$ cat config.mk
export PLATFORM = sky130hd
export DESIGN_NAME = valtrain_detector
export DESIGN_NICKNAME = d
export VERILOG_FILES = /design/src/rtl/valtrain_pkg.sv /design/src/rtl/valtrain_byte_cmp.sv /design/src/rtl/valtrain_detector.sv
export SDC_FILE = /design/constraint.sdc
export NUM_CORES = 1
export LEC_CHECK = 0
export ABC_AREA = 0
export CAP_MARGIN = 20
export CORE_MARGIN = 2
export CORE_UTILIZATION = 30
export CTS_CLUSTER_SIZE = 40
export DETAILED_ROUTE_END_ITERATION = 7
export GPL_TIMING_DRIVEN = 0
export PLACE_DENSITY_LB_ADDON = 0.2
export REMOVE_ABC_BUFFERS = 1
export SKIP_CTS_REPAIR_TIMING = 1
export SYNTH_ARGS = -nofsm -noshare
export SYNTH_HDL_FRONTEND = slang
export SYNTH_HIERARCHICAL = 1
export SYNTH_SLANG_ARGS = --single-unit
$ cat constraint.sdc
create_clock -name i_clk -period 2.3 [get_ports i_clk]
set_clock_uncertainty 0.05 [all_clocks]
set_input_delay 0.575 -clock i_clk [delete_from_list [all_inputs] [get_ports i_clk]]
set_output_delay 0.575 -clock i_clk [all_outputs]
set_load 0.01 [all_outputs]
$ cat src/rtl/valtrain_pkg.sv
// Shared constants for the VALTRAIN valid-lane pattern generator and detector.
// Both sides import these so the pattern definition lives in one place.
package valtrain_pkg;

    localparam logic [7:0]  VALID_8BIT = 8'hF0;
    localparam logic [31:0] VALID_WORD = 32'hF0F0F0F0;
    localparam int          WORD_BYTES = 4;

    typedef enum logic [1:0] {
        ST_IDLE      = 2'b00,
        ST_WAIT_LOCK = 2'b01,
        ST_CHECK     = 2'b11,
        ST_DONE      = 2'b10
    } valtrain_state_e;

endpackage

$ cat src/rtl/valtrain_byte_cmp.sv
// Counts how many bytes of a deserialized valid-lane word differ from the
// 8-bit valid pattern (0..4).
module valtrain_byte_cmp
    import valtrain_pkg::*;
(
    input  logic [31:0] i_word,
    output logic [2:0]  o_mismatch_cnt
);

    always_comb begin
        o_mismatch_cnt = '0;
        for (int i = 0; i < WORD_BYTES; i++) begin
            if (i_word[8*i +: 8] != VALID_8BIT) begin
                o_mismatch_cnt = o_mismatch_cnt + 3'd1;
            end
        end
    end

endmodule

$ cat src/rtl/valtrain_detector.sv
// Receive-side VALTRAIN checker: locks on the first valid word, then counts
// mismatching bytes over a fixed-length run and reports pass/fail/timeout.
module valtrain_detector
    import valtrain_pkg::*;
#(
    parameter int NUM_WORDS     = 32,
    parameter int ERR_THRESHOLD = 16,
    parameter int LOCK_TIMEOUT  = 64,
    parameter int ERR_W         = 8
) (
    input  logic             i_clk,
    input  logic             i_rst_n,
    input  logic             i_enable_detector,
    input  logic [31:0]      i_RVLD_L,
    output logic             o_done,
    output logic             o_pass,
    output logic             o_timeout,
    output logic [ERR_W-1:0] o_err_count,
    output logic             o_busy
);

    localparam int WC_W = $clog2(NUM_WORDS + 1);
    localparam int TM_W = $clog2(LOCK_TIMEOUT + 1);

    localparam logic [WC_W-1:0] LAST_WORD = WC_W'(NUM_WORDS - 1);
    localparam logic [TM_W-1:0] LAST_WAIT = TM_W'(LOCK_TIMEOUT - 1);

    function automatic logic [ERR_W-1:0] sat_add(input logic [ERR_W-1:0] acc,
                                                  input logic [2:0]       inc);
        logic [ERR_W:0] sum;
        sum = {1'b0, acc} + {{(ERR_W-2){1'b0}}, inc};
        return sum[ERR_W] ? {ERR_W{1'b1}} : sum[ERR_W-1:0];
    endfunction

    valtrain_state_e  state, state_nx;
    logic [WC_W-1:0]  word_cnt, word_cnt_nx;
    logic [TM_W-1:0]  lock_timer, lock_timer_nx;
    logic [ERR_W-1:0] err_cnt, err_cnt_nx;
    logic [ERR_W-1:0] err_sum;
    logic [ERR_W-1:0] err_out_nx;
    logic             pass_nx, timeout_nx, done_nx, busy_nx;
    logic [2:0]       mismatch_cnt;

    valtrain_byte_cmp u_byte_cmp (
        .i_word         (i_RVLD_L),
        .o_mismatch_cnt (mismatch_cnt)
    );

    assign err_sum = sat_add(err_cnt, mismatch_cnt);

    always_comb begin
        state_nx      = state;
        word_cnt_nx   = word_cnt;
        lock_timer_nx = lock_timer;
        err_cnt_nx    = err_cnt;
        err_out_nx    = o_err_count;
        pass_nx       = o_pass;
        timeout_nx    = o_timeout;

        unique case (state)
            ST_IDLE: begin
                if (i_enable_detector) begin
                    state_nx      = ST_WAIT_LOCK;
                    err_cnt_nx    = '0;
                    word_cnt_nx   = '0;
                    lock_timer_nx = '0;
                    err_out_nx    = '0;
                    pass_nx       = 1'b0;
                    timeout_nx    = 1'b0;
                end
            end
            ST_WAIT_LOCK: begin
                // A lock word arriving on the last allowed cycle still wins.
                if (!i_enable_detector) begin
                    state_nx = ST_IDLE;
                end else if (i_RVLD_L == VALID_WORD) begin
                    state_nx    = ST_CHECK;
                    word_cnt_nx = WC_W'(1);
                end else if (lock_timer == LAST_WAIT) begin
                    state_nx   = ST_DONE;
                    timeout_nx = 1'b1;
                    pass_nx    = 1'b0;
                    err_out_nx = '0;
                end else begin
                    lock_timer_nx = lock_timer + TM_W'(1);
                end
            end
            ST_CHECK: begin
                if (!i_enable_detector) begin
                    state_nx = ST_IDLE;
                end else begin
                    err_cnt_nx  = err_sum;
                    word_cnt_nx = word_cnt + WC_W'(1);
                    if (word_cnt == LAST_WORD) begin
                        state_nx   = ST_DONE;
                        err_out_nx = err_sum;
                        pass_nx    = (int'(err_sum) <= ERR_THRESHOLD);
                    end
                end
            end
            ST_DONE: begin
                if (!i_enable_detector) begin
                    state_nx = ST_IDLE;
                end
            end
            default: state_nx = ST_IDLE;
        endcase

        busy_nx = (state_nx == ST_WAIT_LOCK) || (state_nx == ST_CHECK);
        done_nx = (state_nx == ST_DONE);
    end

    always_ff @(posedge i_clk or negedge i_rst_n) begin
        if (!i_rst_n) begin
            state       <= ST_IDLE;
            word_cnt    <= '0;
            lock_timer  <= '0;
            err_cnt     <= '0;
            o_err_count <= '0;
            o_pass      <= 1'b0;
            o_timeout   <= 1'b0;
            o_done      <= 1'b0;
            o_busy      <= 1'b0;
        end else begin
            state       <= state_nx;
            word_cnt    <= word_cnt_nx;
            lock_timer  <= lock_timer_nx;
            err_cnt     <= err_cnt_nx;
            o_err_count <= err_out_nx;
            o_pass      <= pass_nx;
            o_timeout   <= timeout_nx;
            o_done      <= done_nx;
            o_busy      <= busy_nx;
        end
    end

endmodule
==> results.tsv, run 1 <==
stage	metric	value	unit
drt	drt-total-wl	6676	microns
power	power_density	551.0	nW/um^2
final_layout	diodes	0	
timing	setup_viol	17	
worst_setup_path	worstPathRequired	2.45	ns
worst_setup_path	start_kind	input port	
logic_synthesis	synthTopCellsByArea	dfrtp_1 (35%), ha_1 (7.2%), o21ai_0 (4.8%)	
run_status	violations	setup timing	
timing	slew_headroom	37.62	%
final_layout	area_growth	45.09	%
power	ir_worst_vdd	0.6022	mV
logic_synthesis	ys.flop_type	dfrtp_1	
timing	fin_crit_sh	156.4	%
drt	drc	0	
clocking	clk_latency	0.29	ns
placed_design	port_buffers	46	
drt	vias	2197	
timing	grt_setup_unrepaired	yes	
die	start_util	31.15	%
die	coreArea	7767	sq um
timing	drv_slew	0	
logic_synthesis	synth.distinct_cells	64	
timing	hold_viol_final	0	
die	die_area	8800	sq um
grt	grt_pass1_vias	2062	
logic_synthesis	synth_top_cell_area_share	35.16	%
logic_synthesis	synth_seq_cells	34	
worst_setup_path	worst_setup_path_end_kind	flip-flop	
clocking	cts_tree	done	
drt	vias_per_cell	5.307	
clocking	cts_num_sinks	34	
die	die_y	93.81	microns
worst_setup_path	cp_data_arrival_time	3.75	ns
power	cellLeakagePower	1.577	nW
grt	overflow	0	
run	max_cap_viol_count	0	
drt	drtIter0Drc	90	
run_status	status	finished, violations left	
logic_synthesis	synthesis.instances	250	
logic_synthesis	yosysWarnings	6	
timing	tightest_slew	0.9286	ns
drt	antenna_left	0	
worst_hold_path	hold_class	input port to asynchronous set/reset pin	
final_layout	nNetsFinal	361	
worst_setup_path	crit_fanout	4	
final_layout	utilization	45.20	%
logic_synthesis	synth-async-reset-ratio	100.0	%
placed_design	gp_congestion	0.7323	
logic_synthesis	seq_area_frac_synth	35.16	%
grt	grt_pass1_wl	10040	microns
timing	fmax	0.2780	GHz
timing	fin_crit	3.597	ns
grt	grt_max_degree	35	
drt	first_pass_iters	4	
grt	antenna_found_initial	0	
clocking	root_buffer	clkbuf_8	
drt	wl_per_cell	16.13	microns
logic_synthesis	synth_top_cell_by_area	dfrtp_1	
final_layout	nFillCells	776	
timing	fin_ws	-1.297	ns
final_layout	final_layout_size_suffix_gt1_share	30.45	%
logic_synthesis	netlist_area	2420	sq um
clocking	htreeDepth	2	
logic_synthesis	postSynthAreaPerCell	9.679	sq um
logic_synthesis	synth-edff-count	0	
worst_setup_path	path_class	input port to flip-flop	
logic_synthesis	synth.top_cells.by_count	dfrtp_1 (34), o21ai_0 (23), nand2_1 (19), ha_1 (14)	
power	p_total	1.935	mW
die	ios	47	
die	rows	32	
clocking	cts_buffer_depth	2	
die	die_x	93.81	microns
placed_design	place_hpwl	4353	microns
clocking	cts_buffers	5	
logic_synthesis	yosysMostFrequentCell	dfrtp_1	
grt	grt_use_total	14.31	%
clocking	cts.clk_slew.worst_paths	0.08	ns
-- worst max-delay path, stage by stage --
cell	delay (ns)
buf_6	0.09
or4_4	0.58
o21a_1	0.23
nor2_1	0.12
ha_1	0.25
o21ai_2	0.10
o31ai_4	0.12
fa_2	0.38
a21o_1	0.23
nand4_1	0.13
mux2i_2	0.24
or4bb_1	0.43
o31ai_1	0.24
-- layout make-up --
cell class / instances / area, sq um / area share, %
timing repair buffer: 64 / 615.6 / 17.53
multi-input combinational: 196 / 1784 / 50.82
inverter: 10 / 41.29 / 1.176
tap: 102 / 127.6 / 3.635
clock buffer: 7 / 86.33 / 2.459
clock inverter: 1 / 5.005 / 0.1426
sequential: 34 / 850.8 / 24.23
-- cells by family (layout without fill, tap and decap cells) --
family / after synthesis / after routing / synth area share, %
fa+ha+maj: 15 / 15 / 8.066
compound gates: 78 / 78 / 21.10
flops: 34 / 34 / 35.16
simple gates: 88 / 88 / 24.10
xor+xnor: 5 / 5 / 2.379
buf+inv: 20 / 82 / 3.826
mux: 10 / 10 / 5.378
-- per-stage QoR --
| stage | setup WS [ns] | TNS [ns] | hold slack, ns | instances | instance area, sq um |
|---|---|---|---|---|---|
| 6_report | -1.297 | -14.71 | 0.2993 | 414 | 3511 |
| 5_1_grt | -1.366 | -16.40 | 0.3865 | 414 | 3511 |
| 4_1_cts | -1.939 | -32.94 | 0.3393 | 396 | 3039 |
| 3_5_place_dp | -2.213 | -38.82 | 0.4097 | 388 | 2948 |
| 3_3_place_gp | -2.173 | -46.12 | 0.4216 | 388 | 2953 |
| 2_1_floorplan | -1.357 | -15.16 | 0.2294 | 240 | 2365 |
-- power breakdown --
part           leakage, nW  switching, mW  internal (mW)
Combinational         1.07          0.392          0.325
Sequential           0.464         0.0853          0.662
Clock               0.0482          0.228          0.242
-- per-layer routing --
layer	global-route usage, %	vias up	wire (microns)
li1	-	1070	-
met1	20.12	1060	3180
met4	4.106	0	100
met3	3.291	9	396
met5	0	-	0
met2	21.96	58	2998
-- cell usage in the layout, fill, tap and decap left out, drive strengths merged, types with 5 or more instances in the layout --
cell           instances
a21o                   6
a21oi                 10
buf                   21
clkbuf                14
clkdlybuf4s50         16
dfrtp                 34
dlymetal6s2s          20
ha                    14
inv                    9
mux2                   6
nand2                 19
nand2b                 5
nand3                  8
nand4                  6
nand4b                 5
nor2                  12
nor3                   5
o21a                   5
o21ai                 26
o31ai                  7
-- flip-flops by register name, summed over array words and instances, names as in the netlist --
name         flops
state            1
word_cnt         6
o_busy           1
lock_timer       7
o_timeout        1
o_done           1
o_pass           1
o_err_count      8
err_cnt          8
-- worst paths after layout --
path | from | end | slack (ns) | depth (start not counted)
worst min-delay path | i_rst_n | o_err_count[2] | 0.30 | 1
min in group i_clk | lock_timer[6] | lock_timer[6] | 0.44 | 1
worst min register to register | lock_timer[6] | lock_timer[6] | 0.44 | 1
max in group asynchronous | i_rst_n | state[1] | 1.39 | 1
worst max-delay path | i_RVLD_L[19] | o_pass | -1.30 | 13
worst max register to register | o_busy | o_err_count[6] | -0.34 | 6
Power figures use the tool's default switching activity.
==> run 2, diff against run 1 <==
--- a/config.mk
+++ b/config.mk
@@ -12,8 +12,6 @@
 export CTS_CLUSTER_SIZE = 40
 export DETAILED_ROUTE_END_ITERATION = 7
 export GPL_TIMING_DRIVEN = 0
-export PLACE_DENSITY_LB_ADDON = 0.2
-export REMOVE_ABC_BUFFERS = 1
 export SKIP_CTS_REPAIR_TIMING = 1
 export SYNTH_ARGS = -nofsm -noshare
 export SYNTH_HDL_FRONTEND = slang
==> run 2 against run 1 <==
Effect of this change: the run still ends with setup timing left; sequential share of layout area down 0.069 points; non-clock buffer count up 1; cell count up 0.24%; worst setup slack worse by 0.077 ns; critical path depth up 2; global-route usage about the same; flip-flop and latch count unchanged; hold slack better by 0.010 ns; routed wire length down 0.79%; maximum frequency down 2.1%; combinational power up 1%; via count up 1.1%; critical path type unchanged.
==> results.tsv, run 2 (synthesized netlist as in run 1, its figures left out) <==
stage	metric	value	unit	change
die	die_y	93.81	microns	unchanged
power	power_density	569.2	nW/um^2	was 551.0 nW/um^2
clocking	clk_latency	0.28	ns	was 0.29 ns
worst_setup_path	ff2ff_path_depth	6		unchanged
timing	grt_setup_unrepaired	yes		unchanged
die	rows	32		unchanged
grt	antenna_found_initial	0		unchanged
drt	vias	2222		was 2,197
clocking	htreeDepth	2		unchanged
worst_setup_path	r2r_slack	-0.21	ns	was -0.34 ns
grt	grt_pass1_wl	10020	microns	was 10,040 microns
final_layout	final_layout_size_suffix_gt1_share	30.03	%	was 30.45%
clocking	cts_num_sinks	34		unchanged
die	start_util	31.15	%	unchanged
final_layout	layout_commonest_cell	dfrtp_1		unchanged
final_layout	fin_area	3521	sq um	was 3511 sq um
drt	drtIter0Drc	75		was 90
drt	antenna_left	0		unchanged
timing	fmax	0.2722	GHz	was 0.2780 GHz
grt	grt_use_total	14.29	%	was 14.31%
final_layout	nNetsFinal	362		was 361
clocking	cts_buffer_depth	2		unchanged
run_status	status	finished, violations left		unchanged
placed_design	gp_congestion	0.8486		was 0.7323
grt	grt_max_degree	35		unchanged
placed_design	port_buffers	45		was 46
logic_synthesis	syn_nets	300		
timing	tightest_slew	0.8467	ns	was 0.9286 ns
power	cellLeakagePower	1.605	nW	was 1.577 nW
timing	fin_ws	-1.374	ns	was -1.297 ns
worst_setup_path	worstReg2RegEnd	o_err_count[1]		was o_err_count[6]
die	coreArea	7767	sq um	unchanged
worst_setup_path	r2r-start	o_busy		unchanged
power	ir_worst_vdd	0.4382	mV	was 0.6022 mV
placed_design	place_ws	-2.002	ns	was -2.213 ns
timing	setup_viol	17		unchanged
run	max_cap_viol_count	0		unchanged
worst_hold_path	hold_class	input port to asynchronous set/reset pin		unchanged
clocking	cts_tree	done		unchanged
run_status	violations	setup timing		unchanged
timing	slew_headroom	43.13	%	was 37.62%
timing	timing.hold.ws	0.3094	ns	was 0.2993 ns
drt	first_pass_iters	4		unchanged
clocking	root_buffer	clkbuf_8		unchanged
timing	fin_crit	3.674	ns	was 3.597 ns
final_layout	diodes	0		unchanged
final_layout	largest_registers	err_cnt x8, o_err_count x8, lock_timer x7		unchanged
drt	drt-total-wl	6623	microns	was 6676 microns
final_layout	final_cell_mix	dfrtp_1 (34), dlymetal6s2s_1 (22), nand2_1 (17)		was dfrtp_1 (34), dlymetal6s2s_1 (20), nand2_1 (17)
timing	fin_crit_sh	159.7	%	was 156.4%
worst_setup_path	cp_data_arrival_time	3.82	ns	was 3.75 ns
placed_design	placed_cell_area	3022	sq um	was 2948 sq um
worst_setup_path	worstPathRequired	2.45	ns	about the same
clocking	cts.clk_slew.worst_paths	0.07	ns	was 0.08 ns
final_layout	nFillCells	745		was 776
worst_setup_path	start_kind	input port		unchanged
worst_setup_path	path_class	input port to flip-flop		unchanged
drt	drc	0		unchanged
clocking	cts_buffers	5		unchanged
worst_setup_path	worst_setup_path_end_kind	flip-flop		unchanged
die	die_x	93.81	microns	unchanged
timing	hold_viol_final	0		unchanged
grt	grt_pass1_vias	2073		was 2,062
timing	drv_slew	0		unchanged
die	ios	47		unchanged
drt	wl_per_cell	15.96	microns	was 16.13 microns
worst_setup_path	crit_fanout	4		unchanged
die	die_area	8800	sq um	unchanged
grt	overflow	0		unchanged
drt	vias_per_cell	5.354		was 5.307
placed_design	place_hpwl	4647	microns	was 4353 microns
final_layout	area_growth	45.50	%	was 45.09%
-- run 2: cell types whose count changed in the layout (fill, tap and decap cells not counted), sizes merged --
| cell | previous run | this run |
|---|---|---|
| clkinv | 1 | 2 |
| buf | 21 | 20 |
| clkbuf | 14 | 15 |
| dlymetal6s2s | 20 | 22 |
| bufinv | 0 | 1 |
| clkdlybuf4s50 | 16 | 13 |
-- run 2: where the power goes --
part	switching [mW]	internal, mW
Sequential	0.0780	0.662
Combinational	0.401	0.324
Clock	0.220	0.319
Total	0.699	1.30
-- run 2: final cells by class --
class / instances / area [sq um] / area share, %
Clock inverter: 3 / 40.04 / 1.137
Inverter: 10 / 41.29 / 1.173
Timing Repair Buffer: 57 / 581.8 / 16.52
Multi-Input combinational cell: 196 / 1764 / 50.11
Sequential cell: 34 / 850.8 / 24.16
Tap cell: 102 / 127.6 / 3.625
Buffer: 8 / 46.29 / 1.315
Clock buffer: 5 / 68.82 / 1.955
-- run 2: how the worst max path moves through the flow --
stage | cells past startpoint | start | end
finish | 15 | i_RVLD_L[10] | o_pass
global route | 16 | i_RVLD_L[7] | o_pass
CTS | 16 | i_RVLD_L[6] | o_pass
detailed placement | 16 | i_RVLD_L[6] | o_pass
global placement | 16 | i_RVLD_L[6] | o_pass
floorplan | 12 | i_RVLD_L[18] | o_pass
-- run 2: stage by stage --
step	total power [mW]	instances	setup TNS [ns]	utilization, %
detailed placement	1.414	397	-33.86	38.90
global route	2.149	415	-17.38	45.33
finish	2.004	415	-15.53	45.33
global placement	1.406	397	-39.75	38.97
floorplan	1.187	250	-14.00	-
CTS	1.966	405	-26.22	40.30
-- run 2: metal layers --
| layer | global-route usage (%) | routed length [microns] | vias up | part of all wire (%) |
|---|---|---|---|---|
| met3 | 2.729 | 234 | 6 | 3.5 |
| met4 | 3.865 | 60 | 0 | 0.91 |
| met1 | 19.26 | 2967 | 1094 | 45 |
| met5 | 0 | 0 | - | 0 |
| li1 | - | - | 1073 | - |
| met2 | 23.39 | 3361 | 49 | 51 |
-- run 2: worst max-delay path, cell delays in order --
cell	delay, ns
buf_8	0.10
nor4_4	0.30
nand2_2	0.14
ha_4	0.20
nor3_4	0.28
nor2_4	0.06
ha_4	0.21
o21ai_2	0.07
o31ai_4	0.12
fa_2	0.40
a21o_1	0.22
nand4_1	0.14
mux2i_2	0.28
or4bb_1	0.47
o31ai_2	0.25
==> run 3, diff against run 2 <==
--- a/config.mk
+++ b/config.mk
@@ -5,7 +5,7 @@
 export SDC_FILE = /design/constraint.sdc
 export NUM_CORES = 1
 export LEC_CHECK = 0
-export ABC_AREA = 0
+export ABC_AREA = 1
 export CAP_MARGIN = 20
 export CORE_MARGIN = 2
 export CORE_UTILIZATION = 30
==> constraint.sdc (replaced) <==
create_clock -name i_clk -period 4.1 [get_ports i_clk]
set_clock_uncertainty 0.05 [all_clocks]
set_input_delay 1.025 -clock i_clk [delete_from_list [all_inputs] [get_ports i_clk]]
set_output_delay 1.025 -clock i_clk [all_outputs]
set_load 0.01 [all_outputs]
==> run 3 against run 2 <==
Effect of this change: the flow now finishes without violations; sequential power shrank 47%; combinational power decreased by 45%; routed wire length fell by 1.4%; global-route usage decreased by 0.21 points; critical path depth is 8 higher; via count is 16% higher.
==> results.tsv, run 3 <==
stage	metric	value	unit	change
worst_setup_path	slowest_stage	clkdlybuf4s50_1		was or4bb_1
die	die_area	9558	sq um	was 8800 sq um
clocking	cts_num_sinks	34		unchanged
grt	grt_max_degree	35		unchanged
clocking	htreeDepth	2		unchanged
final_layout	fin_area	3431	sq um	was 3521 sq um
die	ios	47		unchanged
worst_setup_path	worst_setup_path_end_kind	flip-flop		unchanged
final_layout	final_cell_mix	nand2_1 (125), inv_1 (40), clkdlybuf4s50_1 (39)		was dfrtp_1 (34), dlymetal6s2s_1 (22), nand2_1 (17)
final_layout	area_growth	30.08	%	was 45.50%
final_layout	nFillCells	882		was 745
die	coreArea	8636	sq um	was 7767 sq um
logic_synthesis	yosysMostFrequentCell	nand2_1		was dfrtp_1
clocking	cts_buffers	5		unchanged
timing	fin_crit_sh	94.49	%	
clocking	root_buffer	clkbuf_8		unchanged
worst_hold_path	hold_class	flip-flop to flip-flop		was input port to asynchronous set/reset pin
worst_setup_path	worstPathRequired	4.28	ns	was 2.45 ns
logic_synthesis	synth.top_cells.by_count	nand2_1 (128), inv_1 (41), nand3_1 (36), dfrtp_1 (34), nor2_1 (31)		was dfrtp_1 (34), o21ai_0 (23), nand2_1 (19), ha_1 (14)
worst_setup_path	crit_top_cell	nand2_1		was ha_4
final_layout	diodes	0		unchanged
drt	drc	0		unchanged
clocking	clk_latency	0.29	ns	was 0.28 ns
final_layout	layout_commonest_cell	nand2_1		was dfrtp_1
grt	antenna_found_initial	0		unchanged
worst_setup_path	cp.depth	23		was 15
timing	drv_slew	0		unchanged
clocking	cts.clk_slew.worst_paths	0.07	ns	about the same
grt	grt_use_total	14.08	%	was 14.29%
logic_synthesis	synth-edff-count	0		unchanged
drt	antenna_left	0		unchanged
placed_design	placed_cell_area	3228	sq um	was 3022 sq um
grt	grt_pass1_wl	11250	microns	was 10,020 microns
drt	vias	2585		was 2,222
worst_setup_path	crit_fanout	4		unchanged
timing	fin_setup_tns	0	ns	was -15.53 ns
worst_setup_path	path_class	input port to flip-flop		unchanged
worst_setup_path	cp_cell_sequence	clkdlybuf4s50_1 -> nand2_2 -> nor4_4 -> inv_1 -> ha_2 -> nand3b_1 -> and2_1 -> ha_1 -> inv_1 -> nor2_1 -> nand2_1 -> nand2_1 -> ha_4 -> nand2_1 -> nand2_1 -> inv_2 -> nand2_1 -> nand2_1 -> nand2_1 -> nand3_1 -> nor2_1 -> nand3_1 -> nand2_1		was buf_8 -> nor4_4 -> nand2_2 -> ha_4 -> nor3_4 -> nor2_4 -> ha_4 -> o21ai_2 -> o31ai_4 -> fa_2 -> a21o_1 -> nand4_1 -> mux2i_2 -> or4bb_1 -> o31ai_2
logic_synthesis	syn_nets	436		was 300
worst_setup_path	start_kind	input port		unchanged
power	power_density	319.3	nW/um^2	was 569.2 nW/um^2
logic_synthesis	ys.flop_type	dfrtp_1		unchanged
logic_synthesis	synth_top_cell_by_area	dfrtp_1		unchanged
die	rows	34		was 32
grt	overflow	0		unchanged
final_layout	final_layout_size_suffix_gt1_share	14.03	%	was 30.03%
logic_synthesis	synth_top_cell_area_share	32.26	%	was 35.16%
timing	hold_viol_final	0		unchanged
timing	slew_headroom	49.15	%	was 43.13%
logic_synthesis	synth_seq_cells	34		unchanged
grt	grt_pass1_vias	2511		was 2,073
logic_synthesis	netlist_area	2638	sq um	was 2420 sq um
logic_synthesis	synth.distinct_cells	35		was 64
placed_design	place_hpwl	5009	microns	was 4647 microns
worst_setup_path	cp_data_arrival_time	4.06	ns	was 3.82 ns
final_layout	largest_registers	err_cnt x8, o_err_count x8, lock_timer x7		unchanged
power	cellLeakagePower	1.597	nW	was 1.605 nW
run	max_cap_viol_count	0		unchanged
worst_setup_path	ff2ff_path_depth	10		was 6
drt	drt-total-wl	6529	microns	was 6623 microns
run_status	status	finished clean		was finished, violations left
die	die_x	97.77	microns	was 93.81 microns
worst_setup_path	cp_top_family	simple AND/OR/NAND/NOR gates		unchanged
timing	tightest_slew	0.7627	ns	was 0.8467 ns
logic_synthesis	synthTopCellsByArea	dfrtp_1 (32%), nand2_1 (18%), nand3_1 (6.8%)		was dfrtp_1 (35%), ha_1 (7.2%), o21ai_0 (4.8%)
drt	vias_per_cell	4.700		was 5.354
logic_synthesis	postSynthAreaPerCell	6.833	sq um	was 9.679 sq um
timing	fin_crit	3.874	ns	
timing	fmax	0.2581	GHz	
clocking	cts_buffer_depth	2		unchanged
worst_setup_path	max_stage_delay	0.53	ns	was 0.47 ns
logic_synthesis	seq_area_frac_synth	32.26	%	was 35.16%
worst_setup_path	crit_buf_inv	4		was 1
logic_synthesis	synthesis.instances	386		was 250
drt	first_pass_iters	4		unchanged
drt	drtIter0Drc	111		was 75
clocking	cts_tree	done		unchanged
die	die_y	97.77	microns	was 93.81 microns
timing	setup_viol	0		was 17
die	start_util	30.54	%	was 31.15%
logic_synthesis	synth-async-reset-ratio	100.0	%	unchanged
logic_synthesis	yosysWarnings	6		unchanged
worst_hold_path	holdPathStages	2		
placed_design	port_buffers	46		was 45
placed_design	gp_congestion	0.8630		was 0.8486
power	ir_worst_vdd	0.1845	mV	was 0.4382 mV
drt	wl_per_cell	11.87	microns	was 15.96 microns
final_layout	nNetsFinal	491		was 362
==> run 3: cell types whose count changed after synthesis, moves of 6 or more <==
cell	delta
o21ai_1	+15
o21ai_0	-18
nand3_1	+28
a21o_1	-6
inv_1	+32
o21ai_2	+8
nand2_1	+109
inv_2	+10
nor2_1	+21
o31ai_1	-7
mux2_4	-6
==> run 3: power breakdown <==
| group | internal [mW] | switching (mW) | leakage [nW] |
|---|---|---|---|
| clock network | 0.179 | 0.132 | 0.0579 |
| logic | 0.153 | 0.243 | 1.07 |
| registers | 0.360 | 0.0286 | 0.468 |
| total | 0.692 | 0.403 | 1.60 |
==> run 3: layout make-up <==
class	instances	area (sq um)	share of cell area, %
clock buffer	5	68.82	2.006
tap	108	135.1	3.939
buffer	5	31.28	0.9117
inverter	52	195.2	5.689
timing repair buffer	48	485.5	14.15
multi-input combinational	295	1624	47.34
clock inverter	3	40.04	1.167
sequential	34	850.8	24.80
==> run 3: stage by stage <==
step | std cells | hold slack, ns | power (mW) | setup WS [ns] | util [%]
2_1_floorplan | 386 | 0.4152 | 0.6495 | 0.4526 | -
3_3_place_gp | 540 | 0.4103 | 0.7871 | -0.4774 | 37.44
3_5_place_dp | 540 | 0.4213 | 0.7925 | -0.5359 | 37.38
4_1_cts | 548 | 0.4407 | 1.107 | -0.2553 | 38.64
5_1_grt | 550 | 0.4723 | 1.176 | -0.03089 | 39.73
6_report | 550 | 0.4337 | 1.095 | 0.2257 | 39.73
==> run 3: kinds of logic after synthesis <==
kind of cell | count (synthesis) | share of synthesized area, %
compound gates | 39 | 9.583
fa+ha+maj | 15 | 7.400
buf+inv | 57 | 8.586
xor+xnor | 6 | 1.992
simple gates | 235 | 40.18
flops | 34 | 32.26
==> run 3: path summary, 6_finish.rpt <==
| path | from | end | slack (ns) |
|---|---|---|---|
| worst max-delay path | i_RVLD_L[4] | o_pass | 0.23 |
| worst min-delay path | o_err_count[4] | o_err_count[4] | 0.43 |
| worst max register to register | o_busy | o_pass | 2.02 |
| worst min register to register | o_err_count[4] | o_err_count[4] | 0.43 |
| max in group asynchronous | i_rst_n | o_done | 2.76 |
| min in group asynchronous | i_rst_n | o_err_count[5] | 0.75 |
==> run 3: routing by layer <==
metal	global-route usage (%)	routed length [microns]	vias to the layer above
li1	-	-	1349
met1	17.88	2998	1200
met2	24.51	3264	29
met3	2.720	209	7
met4	3.846	57	0
met5	0	0	-
==> run 3: worst min-delay path, cell delays in order, from the launching register on <==
cell and delay, ns:
dfrtp_1 0.34, nand2_1 0.06, o21ai_2 0.05
